`src/rtl/key_event_pkg.sv`:
```
// Shared definitions for the key event detector: FSM state encoding and
// default cycle counts for the 50 MHz system clock.
package key_event_pkg;

    typedef enum logic [1:0] {
        IDLE         = 2'd0,
        PRESS_WAIT   = 2'd1,
        PRESSED      = 2'd2,
        RELEASE_WAIT = 2'd3
    } key_state_t;

    // 20 ms debounce window at 50 MHz
    localparam int unsigned DEFAULT_DEBOUNCE_CYCLES   = 1_000_000;
    // 2 s long-press threshold at 50 MHz
    localparam int unsigned DEFAULT_LONG_PRESS_CYCLES = 100_000_000;

endpackage

```
`src/rtl/sync_2ff.sv`:
```
// Two-flop synchronizer for an asynchronous single-bit input.
// RESET_VAL sets the level both flops take during reset.
module sync_2ff #(
    parameter logic RESET_VAL = 1'b0
) (
    input  logic clk,
    input  logic rst_n,
    input  logic d,
    output logic q
);

    logic meta;

    // shift the raw input through two flops to settle metastability
    always_ff @(posedge clk or negedge rst_n) begin
        if (!rst_n) begin
            meta <= RESET_VAL;
            q    <= RESET_VAL;
        end else begin
            meta <= d;
            q    <= meta;
        end
    end

endmodule

```
`src/rtl/key_event_detector.sv`:
```
// Button conditioner: synchronizes and debounces a raw button input, and
// produces a debounced level plus single-cycle press/release pulses.
// Optional long-press detection is built when KEY_EVENT_LONG_PRESS_EN is
// defined; otherwise long_press_pulse is tied low.
module key_event_detector
    import key_event_pkg::*;
#(
    parameter int unsigned DEBOUNCE_CYCLES   = DEFAULT_DEBOUNCE_CYCLES,
    parameter int unsigned LONG_PRESS_CYCLES = DEFAULT_LONG_PRESS_CYCLES,
    parameter bit          ACTIVE_LOW        = 1'b1
) (
    input  logic clk,
    input  logic rst_n,
    input  logic btn_in,
    output logic btn_level,
    output logic press_pulse,
    output logic release_pulse,
    output logic long_press_pulse
);

    localparam int unsigned      DW       = $clog2(DEBOUNCE_CYCLES + 1);
    localparam logic [DW-1:0]    DEB_LAST = DW'(DEBOUNCE_CYCLES - 1);

    logic          btn_sync;
    logic          s;
    key_state_t    state_q, state_d;
    logic [DW-1:0] cnt_q, cnt_d;
    logic          press_d, release_d, level_d;

    // synchronizer idles at the released level so reset never looks like a press
    sync_2ff #(
        .RESET_VAL(ACTIVE_LOW)
    ) u_sync (
        .clk  (clk),
        .rst_n(rst_n),
        .d    (btn_in),
        .q    (btn_sync)
    );

    assign s = btn_sync ^ ACTIVE_LOW;

    // next-state, debounce counter and event decode
    always_comb begin
        state_d   = state_q;
        cnt_d     = cnt_q;
        press_d   = 1'b0;
        release_d = 1'b0;
        case (state_q)
            IDLE: begin
                if (s) begin
                    state_d = PRESS_WAIT;
                    cnt_d   = '0;
                end
            end
            PRESS_WAIT: begin
                if (!s) begin
                    state_d = IDLE;
                    cnt_d   = '0;
                end else if (cnt_q == DEB_LAST) begin
                    state_d = PRESSED;
                    cnt_d   = '0;
                    press_d = 1'b1;
                end else begin
                    cnt_d = cnt_q + DW'(1);
                end
            end
            PRESSED: begin
                if (!s) begin
                    state_d = RELEASE_WAIT;
                    cnt_d   = '0;
                end
            end
            RELEASE_WAIT: begin
                if (s) begin
                    state_d = PRESSED;
                    cnt_d   = '0;
                end else if (cnt_q == DEB_LAST) begin
                    state_d   = IDLE;
                    cnt_d     = '0;
                    release_d = 1'b1;
                end else begin
                    cnt_d = cnt_q + DW'(1);
                end
            end
            default: begin
                state_d = IDLE;
                cnt_d   = '0;
            end
        endcase
        level_d = (state_d == PRESSED) || (state_d == RELEASE_WAIT);
    end

    // state register and registered level/pulse outputs
    always_ff @(posedge clk or negedge rst_n) begin
        if (!rst_n) begin
            state_q       <= IDLE;
            cnt_q         <= '0;
            btn_level     <= 1'b0;
            press_pulse   <= 1'b0;
            release_pulse <= 1'b0;
        end else begin
            state_q       <= state_d;
            cnt_q         <= cnt_d;
            btn_level     <= level_d;
            press_pulse   <= press_d;
            release_pulse <= release_d;
        end
    end

`ifdef KEY_EVENT_LONG_PRESS_EN
    localparam int unsigned      HW        = $clog2(LONG_PRESS_CYCLES + 1);
    localparam logic [HW-1:0]    HOLD_LAST = HW'(LONG_PRESS_CYCLES - 1);
    localparam logic [HW-1:0]    HOLD_MAX  = HW'(LONG_PRESS_CYCLES);

    logic [HW-1:0] hold_q, hold_d;
    logic          done_q, done_d;
    logic          long_d;

    // hold timer: runs only in PRESSED, frozen through release bounces
    always_comb begin
        hold_d = hold_q;
        done_d = done_q;
        long_d = 1'b0;
        if (state_q == IDLE && s) begin
            hold_d = '0;
        end
        if (state_q == PRESSED) begin
            if (hold_q == HOLD_LAST && !done_q) begin
                long_d = 1'b1;
                done_d = 1'b1;
            end
            if (hold_q != HOLD_MAX) begin
                hold_d = hold_q + HW'(1);
            end
        end
        if (state_q != IDLE && state_d == IDLE) begin
            done_d = 1'b0;
        end
    end

    // hold timer, per-press done flag and long-press output register
    always_ff @(posedge clk or negedge rst_n) begin
        if (!rst_n) begin
            hold_q           <= '0;
            done_q           <= 1'b0;
            long_press_pulse <= 1'b0;
        end else begin
            hold_q           <= hold_d;
            done_q           <= done_d;
            long_press_pulse <= long_d;
        end
    end
`else
    assign long_press_pulse = 1'b0;

    // keeps LONG_PRESS_CYCLES referenced while the feature is compiled out
    if (LONG_PRESS_CYCLES == 0) begin : g_long_unused
    end
`endif

endmodule

```
`config.mk`:
```
export PLATFORM = sky130hd
export DESIGN_NAME = key_event_detector
export DESIGN_NICKNAME = d
export VERILOG_FILES = /design/src/rtl/key_event_pkg.sv /design/src/rtl/sync_2ff.sv /design/src/rtl/key_event_detector.sv
export SDC_FILE = /design/constraint.sdc
export NUM_CORES = 1
export LEC_CHECK = 0
export ABC_AREA = 1
export BUFFER_PORTS_ARGS = -buffer_cell sky130_fd_sc_hd__buf_2
export CAP_MARGIN = 20
export CORE_ASPECT_RATIO = 1.25
export CORE_MARGIN = 5
export CORE_UTILIZATION = 45
export CTS_CLUSTER_DIAMETER = 50
export DETAILED_ROUTE_END_ITERATION = 12
export GPL_TIMING_DRIVEN = 0
export PLACE_DENSITY = 0.74
export SLEW_MARGIN = 20
export SYNTH_ARGS = -nofsm -noshare
export SYNTH_HDL_FRONTEND = slang
export SYNTH_SLANG_ARGS = --single-unit
```
`constraint.sdc`:
```
create_clock -name clk -period 1.4 [get_ports clk]
set_input_delay 0 -clock clk [delete_from_list [all_inputs] [get_ports clk]]
set_output_delay 0 -clock clk [all_outputs]
set_load 0.005 [all_outputs]
```
Yosys cells after proc, flatten, opt, wreduce, memory -nomap -nowiden
Cells that the tools add are included.
{ "word_totals": {"in_bits": 3, "out_inout_bits": 4, "wordCells": 37, "ram_bits": 0, "mem_count": 0, "romBits": 0, "regBits": 27, "latch_bits": 0} }
{ "classes": {"reduce_logical": 3, "n_eq_ne": 8, "mul": 0, "bitwise": 0, "n_lt_le_gt_ge": 0, "mux": 18, "add_sub_neg": 1, "n_div": 0, "shift": 0} }
{ "op_table": {"columns": ["cell", "count"], "rows": [
  ["2-to-1 mux 20 bit", 5],
  ["case mux 20 bit (4 select lines)", 1],
  ["adder 20 x 1 -> 20 bit, second input constant", 1],
  ["== test 20 bit, second input constant", 1],
  ["2-to-1 mux 2 bit", 6],
  ["== test 2 bit, second input constant", 4],
  ["case mux 2 bit (4 select lines)", 1],
  ["2-to-1 mux 1 bit", 5],
  ["== test 2 x 1 -> 1 bit, second input constant", 1],
  ["zero test 2 bit", 1],
  ["inequality test 2 x 1 -> 1 bit, second input constant", 1],
  ["inequality test 2 bit, second input constant", 1],
  ["AND reduction 2 bit", 1],
  ["logical OR 1 bit", 1]
]} }

Longest topological paths before layout
Gate-level depths: netlist of the first run.
{ "logic_depth": {"word_depth": 6, "ltp_mapped": 9, "mapped_depth_nobuf": 9} }

Cells and area by module
Synthesis of the first run repeated with hierarchy kept, for this count alone.
{ "hier_totals": {"cells_unflattened": 196, "area_unflattened_um2": 1620.3} }
{ "by_module_without_submodules": {"columns": ["module", "seq_area_each_um2", "area_per_inst_um2", "cells_per_inst", "n_inst"], "rows": [
  ["key_event_detector", 625.6, 1567.8, 194, 1],
  ["sync_2ff", 52.6, 52.6, 2, 1]
]} }

Worst setup path before layout of the first run
No wires, ideal clock.
{ "synth_path": {"path_type": "register to register", "startpoint": "reg cnt_q[0]", "endpoint": "reg cnt_q[2]", "n_path_buf": 1, "path_stages_with_launch": 8, "slack_ns": -0.037, "period_less_slack_ns": 1.437, "setup_time_ns": 0.128, "t_required_ns": 1.272, "t_arrival_ns": 1.309, "path_cell_list": "dfrtp_1 -> ha_1 -> nand3_1 -> nor2_1 -> nand3_2 -> nand2_2 -> buf_6 -> o22ai_1"} }
{ "synth_via": {"elab_chain_len": 4, "word_cells_on_any_way": 6, "cone_classes": "1 x add/sub; 1 x eq/ne; 4 x mux"} }
{ "synth_rtl": {"columns": ["item", "line", "text"], "rows": [
  ["start, declared", "key_event_detector.sv:27", "logic [DW-1:0] cnt_q, cnt_d;"],
  ["start signal, assigned", "key_event_detector.sv:103", "cnt_q <= cnt_d;"],
  ["adder 20 x 1 -> 20 bit / == test 20 bit (equally long branches)", null, null],
  ["2-to-1 mux 20 bit (*)", "key_event_detector.sv:59, key_event_detector.sv:77", null],
  ["2-to-1 mux 20 bit, on equally long branches", "key_event_detector.sv:74, key_event_detector.sv:56", null],
  ["case mux 20 bit (4 select lines) (*)", "key_event_detector.sv:48", "case (state_q)"]
]} }
Mark *: on every way between the ends. The rest lies on a longest branch, timed or not.
A chain may end at the register's enable or synchronous reset.

Final worst setup path of the first run
{ "layout_path": {"startpoint": "reg u_sync.q", "endpoint": "reg cnt_q[10]"} }
{ "layout_via": {"elab_chain_len": 2, "word_cells_on_any_way": 6, "cone_classes": "2 x eq/ne; 3 x mux; 1 x reduce/logical"} }
{ "layout_rtl": {"columns": ["item", "line", "text"], "rows": [
  ["start, declared", "sync_2ff.sv:9", "output logic q"],
  ["start signal, assigned", "sync_2ff.sv:21", "q <= meta;"],
  ["2-to-1 mux 20 bit, or another cell as far along", "key_event_detector.sv:74", "if (s) begin"],
  ["case mux 20 bit (4 select lines) / AND reduction 2 bit (equally long branches)", null, null]
]} }
Several ways; a longest one is shown, not always the timed one.

==> results.md, run 1 <==
- Detail Route Antenna Nets: 0
- Largest area contributor in the netlist: dfrtp_1
- Synth Warn #: 0
- ANT cells: 0
- Sequential-to-total area share from yosys stat: 0.440
- CTS root buffer: clkbuf_8
- Top Ports: 7
- Worst Hold Class: in -> async
- Worst relative slew slack: 0.594
- Worst-path maximum fanout: 7
- Vias/cell: 5.32
- Maximum clock insertion buffer count: 2
- RSZ-0062 raised after global routing: true
- Vias in the first global route: 1276
- Mapped Nets: 200
- Data required time of the worst path: 1600 ps
- Drt pass-1 iters: 4
- Avg Inst Size Synth: 7.86 um2
- Top cell type's share of synthesized area: 0.406
- Worst R2R Path Depth: 7
- CP Capture Type: register
- Setup CP Type: reg -> reg
- Placed insts: 238
- Fin util: 0.604
- CTS tree: built
- Final Hold Fails: 0
- Crit path buffers/inverters: 2
- CP peak stage delay: 570 ps
- P_sw: 308 uW
- Share of layout cells above drive strength 1: 0.332
- Synth Cell Area: 1540 um2
- Final Instance Area: 1960 um2
- Tmin final: 1450 ps
- Worst-Skew Late Latency: 270 ps
- Top delay family on crit path: flip-flops
- Setup crit start kind: register
- Non-filler cells, final: 263
- Cell mode on critical path: nor2_4
- Final worst-path cycle share: 1.04
- Final HPWL DP: 2100 um
- WL final: 3440 um
- Max-cap violations: 0
- Drt drc: 0
- GRT overflow: 0
- Clock transition at path regs: 90 ps
- CTS sink count: 27
- Most frequent cells in the layout: nand2_1, dfrtp_1, inv_1, nor2_1, buf_4
- Endpoints failing setup: 19
- Total track usage: 0.148
- Die footprint: 4700 um2
- Gpl congestion: 0.886
- LEAKAGE: 0.840 nW
- Crit-path cells: nor2_2, nor2_4, inv_2, nor2_4, buf_6, nand2_1, o21ai_1
- Top cells by area, synth: dfrtp_1, nand2_1, inv_1
- Synth-to-Final Area Change: 27.4%
- Via count: 1399
- Port Buffers: 5
- Fin Clk Skew: 5.75 ps
- Comb power frac: 0.093
- WP data arrival: 1650 ps
- Worst R2R Start: u_sync.q
- Die width: 62.4 um
- Cell Area, Placed: 1620 um2
- Clk pwr share: 0.318
- Initial core utilization: 0.474
- Mapped Cells: 196
- P_int: 1.05 mW
- Worst-margin pin slew: 608 ps
- CTS Buf Count: 3
- Pwr Total: 1.36 mW
- Flop pwr share: 0.588
- Sw frac: 0.226
- Peak Freq: 688 MHz
- Failing checks: setup timing
- Die H: 75.4 um
- Core area: 3250 um2
- Reg2reg setup slack: -50 ps
- H-tree levels: 1
- #FFs+latches synth: 27
- PnR worst setup slack: -54.2 ps
- Number of antenna violations at the first check in global routing: 0
- First-pass GRT wire length: 5600 um
- Fillers: 271
- Status: finished with violations
- Worst IR Drop VDD: 0.000518 V
- Nets: 231
- Crit path max-delay cell type: dfstp_2
- Initial drt markers: 63
- Setup TNS: -543 ps
- Largest net degree at the start of global routing: 28
- Most common cell after layout, fill and taps aside: nand2_1
- Final Slew Violations: 0
- Placement Rows: 23
- Routed length per instance: 13.1 um
- Pwr Density: 694 nW/um2
- Cell variety after synth: 24
- Reg2Reg Capture Point: cnt_q[10]
synth_stat cells:
cell type / count
o21ai_2: 4
conb_1: 1
buf_2: 3
o21ai_0: 4
nand2_2: 4
nand2_1: 48
inv_1: 23
nor3_1: 3
xnor2_1: 5
buf_6: 1
nand3_1: 16
nor2_4: 5
nor2_1: 23
nand4_1: 6
nand3_2: 1
o21bai_1: 1
xor2_1: 6
a21oi_1: 6
ha_1: 1
dfrtp_1: 25
buf_4: 1
nor3_2: 1
dfstp_2: 2
o22ai_1: 6
routing by layer:
metal / up-vias / share of wire / global-route usage
li1: 686 / - / -
met1: 682 / 0.45 / 0.178
met2: 25 / 0.51 / 0.260
met3: 6 / 0.028 / 0.0221
met4: 0 / 0.014 / 0.0802
met5: - / 0 / 0
flip-flops by register name, summed over array words and instances, names as in the netlist:
name	cells
u_sync.q	1
btn_level	1
release_pulse	1
cnt_q	20
press_pulse	1
state_q	2
u_sync.meta	1
cells by family (layout without fill, tap and decap cells):
family | Yosys count | after routing | share of synthesized area
simple gates | 107 | 107 | 0.325
buf+inv | 28 | 58 | 0.0779
flops | 27 | 27 | 0.440
compound gates | 21 | 21 | 0.0844
xor+xnor | 11 | 11 | 0.0625
fa+ha+maj | 1 | 1 | 0.00812
other cells | 1 | 1 | 0.00243
area by class of cell:
type,count,area (um2),area share
timing repair buffer,27,224,0.114
multi-input combinational,141,837,0.426
tap,37,46.3,0.0236
clock buffer,4,45.0,0.0229
sequential,27,683,0.348
buffer,4,38.8,0.0198
inverter,23,88.8,0.0453
power by group through the flow:
stage | registers [mW] | logic, mW | clock network, mW
after global routing | 0.803 | 0.139 | 0.481
after CTS | 0.800 | 0.0911 | 0.444
after global placement | 0.816 | 0.0682 | 0
final | 0.802 | 0.127 | 0.433
after floorplan | 0.815 | 0.0409 | 0
after detailed placement | 0.817 | 0.0693 | 0
worst reg2reg max path: stages (launching register included):
cell,delay [ps]
dfstp_2,570
nor2_2,50
nor2_4,140
inv_2,70
nor2_4,260
buf_6,170
nand2_1,50
o21ai_1,70
through the flow:
step / setup slack (ps) / hold WS, ps
floorplan: 15.2 / -296
global placement: -197 / 42.6
detailed placement: -211 / 44.7
CTS: -35.6 / 293
global route: -208 / 328
finish: -54.2 / 264
worst max-delay path by stage:
stage,slack (ps),endpoint,start,cells after the start
global route,-210,state_q[1],cnt_q[1],6
floorplan,20,cnt_q[2],cnt_q[0],7
global placement,-200,cnt_q[8],cnt_q[0],7
finish,-50,cnt_q[10],u_sync.q,7
detailed placement,-210,cnt_q[8],cnt_q[0],7
CTS,-40,cnt_q[10],u_sync.q,7
timing repair:
| action | 4_1_cts | 5_1_grt |
|---|---|---|
| pin swaps | 10 | 9 |
| endpoints found under the hold margin | 26 | 0 |
| gates resized for setup | 14 | 25 |
| cloned | 0 | 2 |
| setup endpoints to repair | 23 | 25 |
| buffers inserted | 8 | 10 |
| hold buffers | 2 | 0 |
No activity file was read; power rests on OpenSTA's default activity.
==> inputs of run 2 (changes only) <==
Settings changed: ABC_AREA 1 to unset.
==> results.md, run 2 <==
- Status: finished with violations
- Failing checks: setup timing
- GRT overflow: 0 (unchanged)
- Largest regs: cnt_q (20), state_q (2)
- Port Buffers: 5 (unchanged)
- Fraction of the mapped netlist area in simple logic gates: 0.278 (-0.0466)
- Setup crit start kind: register
- Pre-CTS setup slack: -568 ps (-357 ps)
- Routed length per instance: 17.9 um (+37%)
- H-tree levels: 1 (unchanged)
- Placement Rows: 22 (-4.3%)
- Met1 Usage GRT: 0.222 (+0.0445)
- Cell variety after synth: 38 (+58%)
- Initial core utilization: 0.469 (-0.00475)
- Vias/cell: 6.19 (+16%)
- GR Util met2: 0.298 (+0.0377)
- Data required time of the worst path: 1630 ps (+30 ps)
- Worst-Skew Late Latency: 330 ps (+60 ps)
- Pwr Density: 741 nW/um2 (+6.8%)
- Crit-path cells: or4_4, nor4_4, a21oi_4, buf_6, buf_8, a32o_1
- Top cell type's share of synthesized area: 0.448 (+0.0426)
- CP Capture Type: register
- Die H: 72.3 um (-4.2%)
- Top_reg_cell synth: dfrtp_1
- Setup CP Type: reg -> reg
- WL final: 3770 um (+9.7%)
- WP data arrival: 2150 ps (+500 ps)
- Worst-margin pin slew: 617 ps (+8.83 ps)
- Share of layout cells above drive strength 1: 0.331 (-0.000430)
- Sequential Area: 678 um2 (-0.73%)
- Number of antenna violations at the first check in global routing: 0 (unchanged)
- RSZ-0062 raised after global routing: true
- Setup TNS: -10780 ps (-10230 ps)
- Tmin final: 1920 ps (+466 ps)
- Max-cap violations: 0 (unchanged)
- Sequential-to-total area share from yosys stat: 0.486 (+0.0462)
- First-pass GRT wire length: 5840 um (+4.3%)
- Synth Cell Area: 1400 um2 (-9.5%)
- PnR worst setup slack: -521 ps (-466 ps)
- #FFs+latches synth: 27 (unchanged)
- Mapped Nets: 149 (-26%)
- Total track usage: 0.177 (+0.0286)
- Grt peak-use layer: met2
- Fin Clk Skew: 8.35 ps (+2.60 ps)
- Most common cell after layout, fill and taps aside: dfrtp_1
- Count leader, synth: dfrtp_1
- Final HPWL DP: 2100 um (unchanged)
- Placed insts: 186 (-22%)
- Worst relative slew slack: 0.589 (-0.00589)
- Worst IR Drop VDD: 0.000474 V (-8.4%)
- Mux contribution to synthesized area: 0 (unchanged)
- Final Slew Violations: 0 (unchanged)
- Largest net degree at the start of global routing: 28 (unchanged)
- Gpl congestion: 0.831 (-6.1%)
- Worst Hold Class: in -> async
- CTS tree: built
- Clock transition at path regs: 150 ps (+60 ps)
- CTS Buf Count: 3 (unchanged)
- Nets: 180 (-22%)
- Final worst-path cycle share: 1.37 (+0.333)
- Final Hold Fails: 0 (unchanged)
- Synth Area in Compound Gates: 0.159 (+0.0743)
- Max reg flops: 20 (unchanged)
- CTS root buffer: clkbuf_4
- Avg Inst Size Synth: 9.62 um2 (+22%)
- Biggest register: cnt_q
- Crit path max-delay cell type: or4_4
- Top cells by count, synth: dfrtp_1, nand2_1, nand3_1, o21ai_0, a31oi_1
- Drt drc: 0 (unchanged)
- Mapped Cells: 145 (-26%)
- Vias in the first global route: 1248 (-2.2%)
- CTS sink count: 27 (unchanged)
- Adder-cell share of the synthesized area: 0.00897 (+0.000852)
- ANT cells: 0 (unchanged)
- Async SR Flop Fraction: 1.00 (unchanged)
- Die footprint: 4320 um2 (-8.1%)
- Peak Freq: 521 MHz (-24%)
- Largest area contributor in the netlist: dfrtp_1
- Area occupied by multi-input gates: 781 um2 (-6.7%)
- Worst-path maximum fanout: 6 (-1)
- Synth Area in XOR/XNOR: 0.0251 (-0.0374)
- Most frequent cells in the layout: dfrtp_1, nand2_1, buf_4, nand3_1, a31oi_1
- Synth Warn #: 0 (unchanged)
- Top cells by area, synth: dfrtp_1, nand3_1, nand2_1
- Core area: 2970 um2 (-8.6%)
- Synth-to-Final Area Change: 30.0%
- Via count: 1306 (-6.6%)
- Detail Route Antenna Nets: 0 (unchanged)
- EDFF count, synth: 0 (unchanged)
- M3 GR Usage: 0.0214 (-0.000772)
- Fillers: 259 (-4.4%)
- Main combinational cell family by area after synthesis: simple AND/OR/NAND/NOR gates
- Drt pass-1 iters: 5 (+1)
- Initial drt markers: 84 (+33%)
- Maximum clock insertion buffer count: 2 (unchanged)
- LEAKAGE: 0.815 nW (-3.0%)
- Endpoints failing setup: 25 (+6)
- Non-filler cells, final: 211 (-20%)
- Die width: 59.8 um (-4.1%)
- CP peak stage delay: 570 ps (about the same)
- Top Ports: 7 (unchanged)
run 2: changes by cell type after synthesis, moves of 5 or more:
cell / change
a31oi_1: +8
and3_1: +6
inv_1: -22
nand2_1: -29
nor2_1: -16
nor2_4: -5
o21ai_0: +7
o22ai_1: -6
run 2: area by class of cell:
class,count,share of cell area
sequential,27,0.374
timing repair buffer,27,0.128
tap,36,0.0248
inverter,1,0.00207
multi-input combinational,111,0.430
clock buffer,4,0.0145
buffer,5,0.0269
run 2: per-stage QoR:
step / utilization / hold WS, ps / instance area (um2) / power, mW
floorplan: - / -296 / 1400 / 0.897
global placement: 0.495 / 30.7 / 1470 / 0.934
detailed placement: 0.495 / 42.0 / 1470 / 0.940
CTS: 0.575 / 208 / 1710 / 1.33
global route: 0.610 / 238 / 1810 / 1.40
finish: 0.610 / 197 / 1810 / 1.34
run 2: repair_timing:
item                                    CTS  global route
pin swaps                                 3            14
resized for setup                        21             9
setup buffers                            10             8
gates cloned                              2             0
hold buffers                              2             0
endpoints found under the hold margin    26             0
endpoints found under the setup margin   25            25
run 2: path summary, 6_finish.rpt:
path	startpoint	to	slack, ps	cells past startpoint
min reg2reg	u_sync.meta	u_sync.q	370	0
max in group asynchronous	rst_n	cnt_q[19]	800	2
max	cnt_q[8]	cnt_q[19]	-520	6
min in group clk	btn_in	u_sync.meta	300	2
max reg2reg	cnt_q[8]	cnt_q[19]	-520	6
min	rst_n	cnt_q[0]	200	2
run 2: routing by layer:
| layer | vias up | part of all wire | wire length [um] |
|---|---|---|---|
| met4 | 0 | 0.029 | 111 |
| met2 | 58 | 0.52 | 1970 |
| li1 | 593 | - | - |
| met1 | 641 | 0.40 | 1510 |
| met5 | - | 0 | 0 |
| met3 | 14 | 0.048 | 182 |
run 2: cell families after synthesis:
| family | after synthesis |
|---|---|
| adder cells (fa/ha/maj) | 1 |
| flip-flops | 27 |
| other | 1 |
| AO/OA/AOI/OAI | 35 |
| XOR/XNOR | 4 |
| AND/OR/NAND/NOR | 70 |
| buffers and inverters | 7 |
run 2: critical path: cells and delay by family, from the launching register on:
family / cells / cell delay (ps)
flip-flops: 1 / 420
AND/OR/NAND/NOR: 2 / 800
AO/OA/AOI/OAI: 2 / 330
buffers and inverters: 2 / 290
run 2: where the power goes:
group	switching (mW)	internal (mW)	leakage [nW]
Combinational	0.0872	0.0770	0.433
Clock	0.240	0.112	0.0150
Sequential	0.0258	0.802	0.366
